<file path="config.mk">
export PLATFORM = sky130hd
export DESIGN_NAME = seq_muldiv
export DESIGN_NICKNAME = d
export VERILOG_FILES = /design/src/rtl/seq_muldiv.sv
export SDC_FILE = /design/constraint.sdc
export NUM_CORES = 1
export LEC_CHECK = 0
export CORE_ASPECT_RATIO = 0.7
export CORE_MARGIN = 2
export CORE_UTILIZATION = 50
export CTS_CLUSTER_DIAMETER = 80
export CTS_CLUSTER_SIZE = 10
export DETAILED_ROUTE_END_ITERATION = 10
export DONT_BUFFER_PORTS = 1
export HOLD_SLACK_MARGIN = 0.08
export SETUP_SLACK_MARGIN = 0.02
export SLEW_MARGIN = 20
export SYNTH_ARGS = -nofsm -noshare
export SYNTH_HDL_FRONTEND = slang
export SYNTH_SLANG_ARGS = --single-unit
</file>
<file path="constraint.sdc">
create_clock -name clk -period 5.45 [get_ports clk]
set_input_delay 1.635 -clock clk [delete_from_list [all_inputs] [get_ports clk]]
set_output_delay 1.635 -clock clk [all_outputs]
set_load 0.01 [all_outputs]
</file>
<file path="src/rtl/seq_muldiv.sv">
`default_nettype none
// ============================================================================
//  Module      : seq_muldiv
//  Description : Iterative signed/unsigned multiply/divide unit. Radix-2 Booth
//                multiply and restoring divide, one result bit per cycle,
//                start/done handshake with busy and divide-by-zero flags.
//  Revision    : 1.0 - initial release
// ============================================================================
module seq_muldiv #(
    parameter int WIDTH = 8
) (
    input  logic                 clk,
    input  logic                 rst,
    input  logic                 start,
    input  logic [1:0]           op,
    input  logic [WIDTH-1:0]     operand_a,
    input  logic [WIDTH-1:0]     operand_b,
    output logic [2*WIDTH-1:0]   result,
    output logic                 busy,
    output logic                 done,
    output logic                 div_by_zero
);

    localparam int CW = $clog2(WIDTH + 1);

    typedef enum logic [1:0] {
        S_IDLE = 2'd0,
        S_RUN  = 2'd1,
        S_FIX  = 2'd2,
        S_DONE = 2'd3
    } state_t;

    state_t               state_q, state_d;
    logic [1:0]           op_q, op_d;
    logic [CW-1:0]        cnt_q, cnt_d;
    // Booth: accumulator (high half); divide: partial remainder
    logic [WIDTH:0]       acc_q, acc_d;
    // Booth: multiplier shifting into product low half; divide: dividend -> quotient
    logic [WIDTH-1:0]     lo_q, lo_d;
    logic                 qm1_q, qm1_d;
    // Booth: extended multiplicand; divide: divisor magnitude
    logic [WIDTH:0]       mcand_q, mcand_d;
    logic [WIDTH-1:0]     orig_a_q, orig_a_d;
    logic                 qneg_q, qneg_d;
    logic                 rneg_q, rneg_d;
    logic                 bmsb_q, bmsb_d;
    logic [2*WIDTH-1:0]   result_q, result_d;
    logic                 dbz_q, dbz_d;

    // Operand preparation at accept time
    logic                 is_signed;
    logic                 a_neg, b_neg;
    logic [WIDTH-1:0]     a_mag, b_mag;

    assign is_signed = ~op[0];
    assign a_neg     = is_signed & operand_a[WIDTH-1];
    assign b_neg     = is_signed & operand_b[WIDTH-1];
    assign a_mag     = a_neg ? -operand_a : operand_a;
    assign b_mag     = b_neg ? -operand_b : operand_b;

    // Per-iteration datapath terms
    logic [WIDTH:0]       booth_sum;
    logic [WIDTH:0]       div_shift;
    logic                 div_ge;
    logic [2*WIDTH-1:0]   mul_res;
    logic [WIDTH-1:0]     q_fix, r_fix;

    // Booth add/sub term, restoring-divide trial subtract and final fix-ups
    always_comb begin
        case ({lo_q[0], qm1_q})
            2'b01:   booth_sum = acc_q + mcand_q;
            2'b10:   booth_sum = acc_q - mcand_q;
            default: booth_sum = acc_q;
        endcase
        div_shift = {acc_q[WIDTH-1:0], lo_q[WIDTH-1]};
        div_ge    = (div_shift >= mcand_q);
        // The Booth loop treats the multiplier as signed; an unsigned multiplier
        // with its MSB set needs multiplicand*2^WIDTH added back.
        mul_res   = {acc_q[WIDTH-1:0], lo_q}
                  + (bmsb_q ? {mcand_q[WIDTH-1:0], {WIDTH{1'b0}}} : {2*WIDTH{1'b0}});
        q_fix     = qneg_q ? -lo_q : lo_q;
        r_fix     = rneg_q ? -acc_q[WIDTH-1:0] : acc_q[WIDTH-1:0];
    end

    // Next-state and datapath update
    always_comb begin
        state_d  = state_q;
        op_d     = op_q;
        cnt_d    = cnt_q;
        acc_d    = acc_q;
        lo_d     = lo_q;
        qm1_d    = qm1_q;
        mcand_d  = mcand_q;
        orig_a_d = orig_a_q;
        qneg_d   = qneg_q;
        rneg_d   = rneg_q;
        bmsb_d   = bmsb_q;
        result_d = result_q;
        dbz_d    = dbz_q;

        case (state_q)
            S_IDLE, S_DONE: begin
                state_d = S_IDLE;
                if (start) begin
                    state_d  = S_RUN;
                    op_d     = op;
                    cnt_d    = CW'(WIDTH);
                    acc_d    = '0;
                    qm1_d    = 1'b0;
                    orig_a_d = operand_a;
                    result_d = '0;
                    dbz_d    = 1'b0;
                    if (op[1]) begin
                        lo_d    = a_mag;
                        mcand_d = {1'b0, b_mag};
                        qneg_d  = a_neg ^ b_neg;
                        rneg_d  = a_neg;
                        bmsb_d  = 1'b0;
                    end else begin
                        lo_d    = operand_b;
                        mcand_d = {a_neg, operand_a};
                        qneg_d  = 1'b0;
                        rneg_d  = 1'b0;
                        bmsb_d  = op[0] & operand_b[WIDTH-1];
                    end
                end
            end
            S_RUN: begin
                cnt_d = cnt_q - CW'(1);
                if (op_q[1]) begin
                    acc_d = div_ge ? (div_shift - mcand_q) : div_shift;
                    lo_d  = {lo_q[WIDTH-2:0], div_ge};
                end else begin
                    acc_d = {booth_sum[WIDTH], booth_sum[WIDTH:1]};
                    lo_d  = {booth_sum[0], lo_q[WIDTH-1:1]};
                    qm1_d = lo_q[0];
                end
                if (cnt_q == CW'(1)) begin
                    state_d = S_FIX;
                end
            end
            S_FIX: begin
                state_d = S_DONE;
                if (!op_q[1]) begin
                    result_d = mul_res;
                    dbz_d    = 1'b0;
                end else if (mcand_q == '0) begin
                    result_d = {orig_a_q, {WIDTH{1'b1}}};
                    dbz_d    = 1'b1;
                end else begin
                    result_d = {r_fix, q_fix};
                    dbz_d    = 1'b0;
                end
            end
            default: state_d = S_IDLE;
        endcase
    end

    // State and datapath registers with synchronous reset
    always_ff @(posedge clk) begin
        if (rst) begin
            state_q  <= S_IDLE;
            op_q     <= '0;
            cnt_q    <= '0;
            acc_q    <= '0;
            lo_q     <= '0;
            qm1_q    <= 1'b0;
            mcand_q  <= '0;
            orig_a_q <= '0;
            qneg_q   <= 1'b0;
            rneg_q   <= 1'b0;
            bmsb_q   <= 1'b0;
            result_q <= '0;
            dbz_q    <= 1'b0;
        end else begin
            state_q  <= state_d;
            op_q     <= op_d;
            cnt_q    <= cnt_d;
            acc_q    <= acc_d;
            lo_q     <= lo_d;
            qm1_q    <= qm1_d;
            mcand_q  <= mcand_d;
            orig_a_q <= orig_a_d;
            qneg_q   <= qneg_d;
            rneg_q   <= rneg_d;
            bmsb_q   <= bmsb_d;
            result_q <= result_d;
            dbz_q    <= dbz_d;
        end
    end

    assign result      = result_q;
    assign div_by_zero = dbz_q;
    assign busy        = (state_q == S_RUN) || (state_q == S_FIX);
    assign done        = (state_q == S_DONE);

endmodule
`default_nettype wire

</file>
==> results.cfg <==
[status]
run_status = completed

[synthesis]
synth-simple-area-share_pct = 20.2
synth-seq-cells = 62
synth_flop_cell = dfxtp_1
muxShareOfSynthArea_pct = 2.68
synth_warnings = 0
ys_seq_area_share_pct = 24.4
synth_edf_count = 0
synthCells = 681
ys_types = 68
synthTopCellsByArea = dfxtp_1 (24%), ha_1 (8.9%), a21oi_1 (6.7%)
synthAdderAreaFrac_pct = 10.0
avgSynthCellArea_sq_um = 7.46
syn_nets = 741
netlist_area_sq_um = 5080
synth_top_area_share_pct = 24.4
yosys.area_share.xor_xnor_pct = 7.07
async_reset_ff_share_pct = 0
yosysTopAreaCell = dfxtp_1
synth-compound-area-share_pct = 28.1
synth_top_family_by_area = compound AO/OA/AOI/OAI gates

[sta]
finalHoldViolCount = 0
fin_crit_ps = 3160
slew_violations = 0
clock.fmax_mhz = 317
worst_pin_slew_ps = 835
setup_violations = 0
relSlewSlack_pct = 44.3
fin_skew_ps = 6.19
setup_tns_ps = 0
min_period_over_period_pct = 57.9
rsz0062_at_grt = no

[critical_path]
critPathKind = reg -> reg
critical_path.max_fanout = 8
cp.arrival_ps = 3390
startpoint_type = flop
critPathRequiredTime_ps = 5680
worstSetupEndpointType = flop

[floorplanning]
core-area_sq_um = 9800
initial_core_util_pct = 51.9
rows = 30
ios = 40
die_h_um = 88.3
die_x_um = 124
die-area_sq_um = 11000

[place]
io_buffers = 0
gp_congestion = 0.900
dp_hpwl_mm = 11.2

[detailed_routing]
wire_per_inst_um = 19.2
drt_iter0_markers = 555
wirelength_mm = 15.1
via_per_inst = 6.32
drtAntennaViolNets = 0
drt_first_pass_iters = 5
drc = 0
vias = 4977

[clocking]
postCtsSetupRepairBufs = 0
cts_buffers = 9
htreeDepth = 3
clock-sinks = 62
clock_latency_ps = 340
cts_tree = yes
ctsLongestPathBuffers = 2
cts-root-buf = clkbuf_16
cts_resized = 0
path_clk_slew_ps = 60
cts_hold_buf = 0

[cells_and_area]
nNetsFinal = 714
n_antenna_cell = 0
layout-drive-gt1-share_pct = 5.92
final_core_utilization_pct = 55.2
areaGrowthSynthToFinish_pct = 6.40

[global_route]
overflow = 0
grt_first_pass_wirelength_mm = 24.1
grt.total_usage_pct = 27.9
grt_antenna_before_repair = 0
grt_max_degree = 62
grt_pass1_vias = 4452

[power_and_ir_drop]
pwr_density_cell_nw_per_um2 = 566
p_leak_uw = 0.00202
max-vdd-ir-drop_mv = 0.235

[flow_run]
maxCapViolations = 0

[hold_path]
hold_class = reg -> reg
final cells by class:
| class | instances | area, sq um |
|---|---|---|
| Clock buffer | 9 | 225 |
| Fill cell | 952 | 4390 |
| Timing Repair Buffer | 3 | 22.5 |
| Inverter | 39 | 146 |
| Clock inverter | 7 | 146 |
| Tap cell | 128 | 160 |
| Sequential cell | 62 | 1240 |
| Multi-Input combinational cell | 539 | 3460 |
report_power, final:
group / total [uW] / internal [uW] / switching, uW
clock: 716 / 495 / 221
combinational: 1640 / 607 / 1040
sequential: 697 / 547 / 151
sequential cells by signal, summed over array words and instances, names as in the netlist:
signal	cells
qm1_q	1
acc_q	9
op_q	1
qneg_q	1
result	16
rneg_q	1
mcand_q	9
div_by_zero	1
state_q	2
orig_a_q	8
cnt_q	4
lo_q	8
bmsb_q	1
worst max-delay path, cell delays in order (launching register included):
cell       delay (ps)
dfxtp_1           470
ha_1              460
mux2i_1           190
fa_1              490
a211oi_2          380
o211ai_2          160
and3_4            180
nor4_2            200
o21ai_1           130
a2111oi_2         390
cell usage in the layout (no fill, tap or decap), types with 10 or more instances in the layout:
cell,synthesis,routed
inv_1,36,36
o21ai_0,29,29
xnor2_1,24,24
o211ai_1,16,16
nor3_1,29,29
nor2_1,69,69
o21a_1,10,10
mux2i_1,10,10
nand3_1,10,10
dfxtp_1,62,62
ha_1,36,36
a21oi_1,68,68
xor2_1,17,17
nand2_1,78,78
a211oi_1,21,21
per-stage QoR:
stage               power (uW)  hold slack, ps  cell area (sq um)  instances  setup slack [ps]
finish                    3060             450               5410        787              2290
global route              3270             467               5410        787              2080
CTS                       3030             449               5400        787              2320
detailed placement        2300             441               5030        771              2120
global placement          2280             437               5030        771              2200
floorplan                 1960             431               5080        681              2710
Yosys cell counts (all sizes together) (3+ instances only):
cell	count
a21oi	72
xor2	17
or3	5
a311oi	4
nand4	3
a31oi	8
o21bai	3
a2111oi	4
nor2	70
nand3	10
o31a	3
nor2b	4
o22ai	6
a211oi	22
a22oi	4
fa	3
ha	36
o2111ai	5
a21boi	3
o31ai	4
buf	16
nand2b	7
xnor2	24
and2	8
o211ai	17
o21a	10
nor4	6
nand2	78
nor3	30
mux2i	11
inv	38
clkbuf	25
dfxtp	62
a21o	5
o21ai	40
routing by layer:
metal | global-route usage, % | wire (um) | up-vias
met3 | 10.6 | 1790 | 22
met4 | 5.72 | 187 | 0
met1 | 42.1 | 7440 | 2306
li1 | - | - | 2393
met2 | 37.3 | 5730 | 256
met5 | 0 | 0 | -
worst paths after layout:
check	slack (ps)	cells past startpoint	end	start
max	2290	9	acc_q[8]	lo_q[0]
min	450	2	orig_a_q[0]	orig_a_q[0]
max reg2reg	2290	9	acc_q[8]	lo_q[0]
min reg2reg	450	2	orig_a_q[0]	orig_a_q[0]
cells by family (layout without fill, tap and decap cells):
kind of cell / count (synthesis) / after routing
mux: 13 / 13
flops: 62 / 62
fa+ha+maj: 39 / 39
compound gates: 219 / 219
simple gates: 227 / 227
xor+xnor: 41 / 41
buf+inv: 80 / 58
Power figures use the tool's default switching activity.
